## src/rtl/reg_file_param.sv

```systemverilog
// reg_file_param: parametrised register file, two async read ports, one sync write port, zero-clear sweep after reset
// Ports: clk, rst (async, active-high); RegWrite/Addr3/WD3 write port; Addr1/RD1 and Addr2/RD2 combinational
//        read ports; busy high while the post-reset clear sweep runs (reads return 0, writes ignored).
// Optional: define REG_FILE_BYPASS_EN to forward WD3 to a read port addressing the register being written.
module reg_file_param #(
    parameter int DATA_W = 32,
    parameter int NREGS = 32,
    localparam int ADDR_W = $clog2(NREGS)
) (
    input  logic              clk,
    input  logic              rst,
    input  logic              RegWrite,
    input  logic [ADDR_W-1:0] Addr1,
    input  logic [ADDR_W-1:0] Addr2,
    input  logic [ADDR_W-1:0] Addr3,
    input  logic [DATA_W-1:0] WD3,
    output logic [DATA_W-1:0] RD1,
    output logic [DATA_W-1:0] RD2,
    output logic              busy
);
    typedef enum logic {CLEAR, IDLE} state_t;
    state_t state, state_nxt;
    logic [ADDR_W-1:0] clr_ptr;
    logic [DATA_W-1:0] regs [NREGS];
    logic wr_ok;
    always_ff @(posedge clk or posedge rst) begin
        if (rst) begin
            state <= CLEAR;
            clr_ptr <= '0;
        end else begin
            state <= state_nxt;
            clr_ptr <= (state == CLEAR) ? clr_ptr + ADDR_W'(1) : clr_ptr;
        end
    end
    always_comb begin
        state_nxt = state;
        if (state == CLEAR && clr_ptr == ADDR_W'(NREGS - 1))
            state_nxt = IDLE;
    end
    always_comb begin
        busy = (state == CLEAR);
        wr_ok = !busy && RegWrite && Addr3 != '0;
    end
    // While rst is held clr_ptr sits at 0, so any edge then only rewrites 0 into
    // register 0, which always reads as zero anyway.
    always_ff @(posedge clk) begin
        if (busy)
            regs[clr_ptr] <= '0;
        else if (wr_ok)
            regs[Addr3] <= WD3;
    end
`ifdef REG_FILE_BYPASS_EN
    always_comb begin
        RD1 = (busy || Addr1 == '0) ? '0 : (wr_ok && Addr3 == Addr1) ? WD3 : regs[Addr1];
        RD2 = (busy || Addr2 == '0) ? '0 : (wr_ok && Addr3 == Addr2) ? WD3 : regs[Addr2];
    end
`else
    always_comb begin
        RD1 = (busy || Addr1 == '0) ? '0 : regs[Addr1];
        RD2 = (busy || Addr2 == '0) ? '0 : regs[Addr2];
    end
`endif
endmodule

```

## config.mk

```make
export PLATFORM = sky130hd
export DESIGN_NAME = reg_file_param
export DESIGN_NICKNAME = d
export VERILOG_FILES = /design/src/rtl/reg_file_param.sv
export SDC_FILE = /design/constraint.sdc
export NUM_CORES = 1
export LEC_CHECK = 0
export CELL_PAD_IN_SITES_DETAIL_PLACEMENT = 1
export CELL_PAD_IN_SITES_GLOBAL_PLACEMENT = 2
export CORE_MARGIN = 2
export CORE_UTILIZATION = 45
export DETAILED_ROUTE_END_ITERATION = 12
export GPL_ROUTABILITY_DRIVEN = 0
export PLACE_DENSITY_LB_ADDON = 0.1
export RECOVER_POWER = 100
export SYNTH_ARGS = -nofsm -noshare
export SYNTH_HDL_FRONTEND = slang
export SYNTH_SLANG_ARGS = --single-unit
```

## constraint.sdc

```tcl
create_clock -name clk -period 4.2 [get_ports clk]
set_clock_uncertainty 0.15 [all_clocks]
set_input_delay 0.42 -clock clk [delete_from_list [all_inputs] [get_ports clk]]
set_output_delay 0.42 -clock clk [all_outputs]
set_load 0.01 [all_outputs]
```

==> flow_summary.ini, run 1 <==
[setup_path]
arrival_ns = 3.54
cp.required_ns = 3.63
end_kind = primary output
startpoint_type = flop
worstPathMaxFanout = 32
critPathKind = flop to primary output

[logic_synthesis]
yosysTopAreaCellShare = 0.6354
synth_area_um2 = 48390
ys_ff_latch = 1030
yosysTopAreaCell = edfxtp_1
synthArstFlopShare = 0.005825
yosys-top-cells-area = edfxtp_1 64%, mux4_2 18%, mux2i_1 5.8%
synth_edf_count = 1024
syn_nets = 2451
yosysWarnings = 0
yosysUniqueCellTypes = 64
ys_seq_area_frac = 0.6386
synth_ff_type = edfxtp_1
syn_avg_cell_area_um2 = 20.17
synth_cells = 2399

[global_routing]
grt.busiest_layer = met2
grt_pass1_wl_um = 230900
antenna_found_initial = 6
overflow = 0
grt_util_all_layers = 0.2992
grt_use_met1 = 0.4305
grt_start_max_net_pins = 71
grt_pass1_vias = 29662
gr-usage-met2 = 0.4725
grt_use_met3 = 0.04513

[final_layout]
fillers = 9471
nets = 2677
layout_common_cells = 1024 x edfxtp_1, 392 x mux4_2, 281 x mux2i_1
stdcell_area_um2 = 55190
final_common_cell = edfxtp_1
multiInputGateArea_um2 = 16320
final_cell_count_no_fill = 4118
drive_gt1_frac = 0.2890
syn_to_final_growth_pct = 14.05
final-seq-area_um2 = 30900

[place]
io_buffer_count = 114
dp_slack_ns = 0.1131
post-place-cells = 3915
hpwlAfterDp_um = 94180
placed_area_um2 = 52380

[die]
start_util = 0.4527
pin_count = 115
die_h_um = 331.9
rows = 120
core-area_um2 = 106900
chipWidth_um = 331.9
die_area_um2 = 110200

[clock_tree]
insertion_delay_ns = 0.68
cts-buffers-inserted = 110
cts_tree = done
clock_path_buffers = 3
clk_pin_slew_ns = 0.06
root_buffer = clkbuf_16
cts_num_sinks = 1030
ctsResizeCount = 0
htree_levels = 3

[run_status]
violations = max-capacitance violations, max-slew violations
status = finished with violations

[timing]
rsz0062_at_grt = no
finalSetupViolations = 0
worst_pin_slew_ns = 2.134
setup_tns_ns = 0
slew_headroom = -0.4224
final.period_utilization = 0.9789
slew_violations = 720
min_period_ns = 4.111
finalHoldViolCount = 0
fin_ws_ns = 0.08860
maxClockFrequency_mhz = 243.2

[route]
vias = 28236
avgViaCountPerCell = 6.857
wl_per_cell_um = 40.20
drc = 0
wl_um = 165600
ant_nets = 0
drtIter0Drc = 3445
first_pass_iters = 5

[power_and_ir_drop]
p_leak_nw = 19.44
power_density_nw_per_um2 = 414.5
vdd_ir_drop_max_uv = 309.7

[flow_run]
max_cap_viol_count = 24

[min_path]
min_path_type = flop to flop
metal layers:
| layer | vias up | routed length, um |
|---|---|---|
| met3 | 334 | 13610 |
| li1 | 10996 | - |
| met4 | 8 | 6081 |
| met5 | - | 55 |
| met1 | 15342 | 67920 |
| met2 | 1556 | 77890 |
cell type report:
class | count | share of cell area
diodes | 2 | 0.00009068
clock buffers | 137 | 0.05210
clock inverters | 63 | 0.01143
inverters | 3 | 0.0002040
multi-input cells | 1171 | 0.2958
flip-flops and latches | 1030 | 0.5599
well taps | 1403 | 0.03181
repair buffers | 309 | 0.04872
where the power goes:
part           total (mW)  internal [mW]  switching [mW]
Clock                9.63           5.51            4.12
Combinational        1.90          0.755            1.14
Sequential           11.3           11.3         0.00491
Total                22.9           17.6            5.27
Yosys cell counts, types with 8 or more instances:
cell type  number
nor2_1         31
buf_2          62
o22a_1         32
nor2b_1         8
mux4_2        392
nor3_1         11
mux2i_1       281
a2111oi_2      18
nand3_1         9
o221ai_1       57
nand2_1        22
edfxtp_1     1024
buf_6          24
o22ai_1        28
clkbuf_1       65
mux4_4          9
a21oi_1        34
a22o_1         27
mux4_1         36
buf_4          13
a211oi_1       21
a22oi_1        37
and2_1         34
mux2_2         13
buf_8           8
kinds of logic after synthesis:
kind of cell,share of synthesized area
AND/OR/NAND/NOR,0.01515
flip-flops,0.6386
multiplexers,0.2678
buffers and inverters,0.02725
XOR/XNOR,0.0005431
AO/OA/AOI/OAI,0.05019
adder cells (fa/ha/maj),0.0005170
state kept, by name (all words and copies together), names as in the netlist:
name / flops
clr_ptr: 5
state: 1
regs: 1024
per-stage QoR:
| stage | total power, mW | utilization | hold slack (ns) |
|---|---|---|---|
| after floorplan | 12.67 | - | 0.06096 |
| after global placement | 13.49 | 0.4900 | 0.4131 |
| after detailed placement | 13.51 | 0.4900 | 0.4205 |
| after CTS | 23.06 | 0.5229 | 0.4170 |
| after global routing | 23.45 | 0.5163 | 0.4716 |
| final | 22.88 | 0.5163 | 0.4255 |
final timing paths:
path                       cells after the start  slack, ns  startpoint      endpoint
max in group asynchronous                      3       3.16         rst         state
hold / removal                                 1       0.43  clr_ptr[0]    clr_ptr[0]
hold reg to reg                                1       0.43  clr_ptr[0]    clr_ptr[0]
min in group asynchronous                      3       0.55         rst    clr_ptr[1]
setup / recovery                               7       0.09       state       RD1[18]
setup reg to reg                               6       0.17       state  regs[24][23]
critical path, cell delays in order (launching register included):
cell	delay, ns
dfrtp_1	0.34
inv_1	0.11
or4_2	0.68
buf_4	0.41
o22a_1	0.33
o221ai_1	0.07
clkbuf_1	0.28
clkdlybuf4s50_1	0.60
what timing repair did:
item	4_1_cts	5_1_grt
hold endpoints to repair	6	0
hold buffers	1	0
buffers inserted	0	0
No activity file was read; power rests on OpenSTA's default activity.
==> run 2: changes to the inputs <==
SKIP_LAST_GASP = 1   (was default)
==> results of run 2 <==
The final DEF is identical to that of run 1; final timing and power are the same.
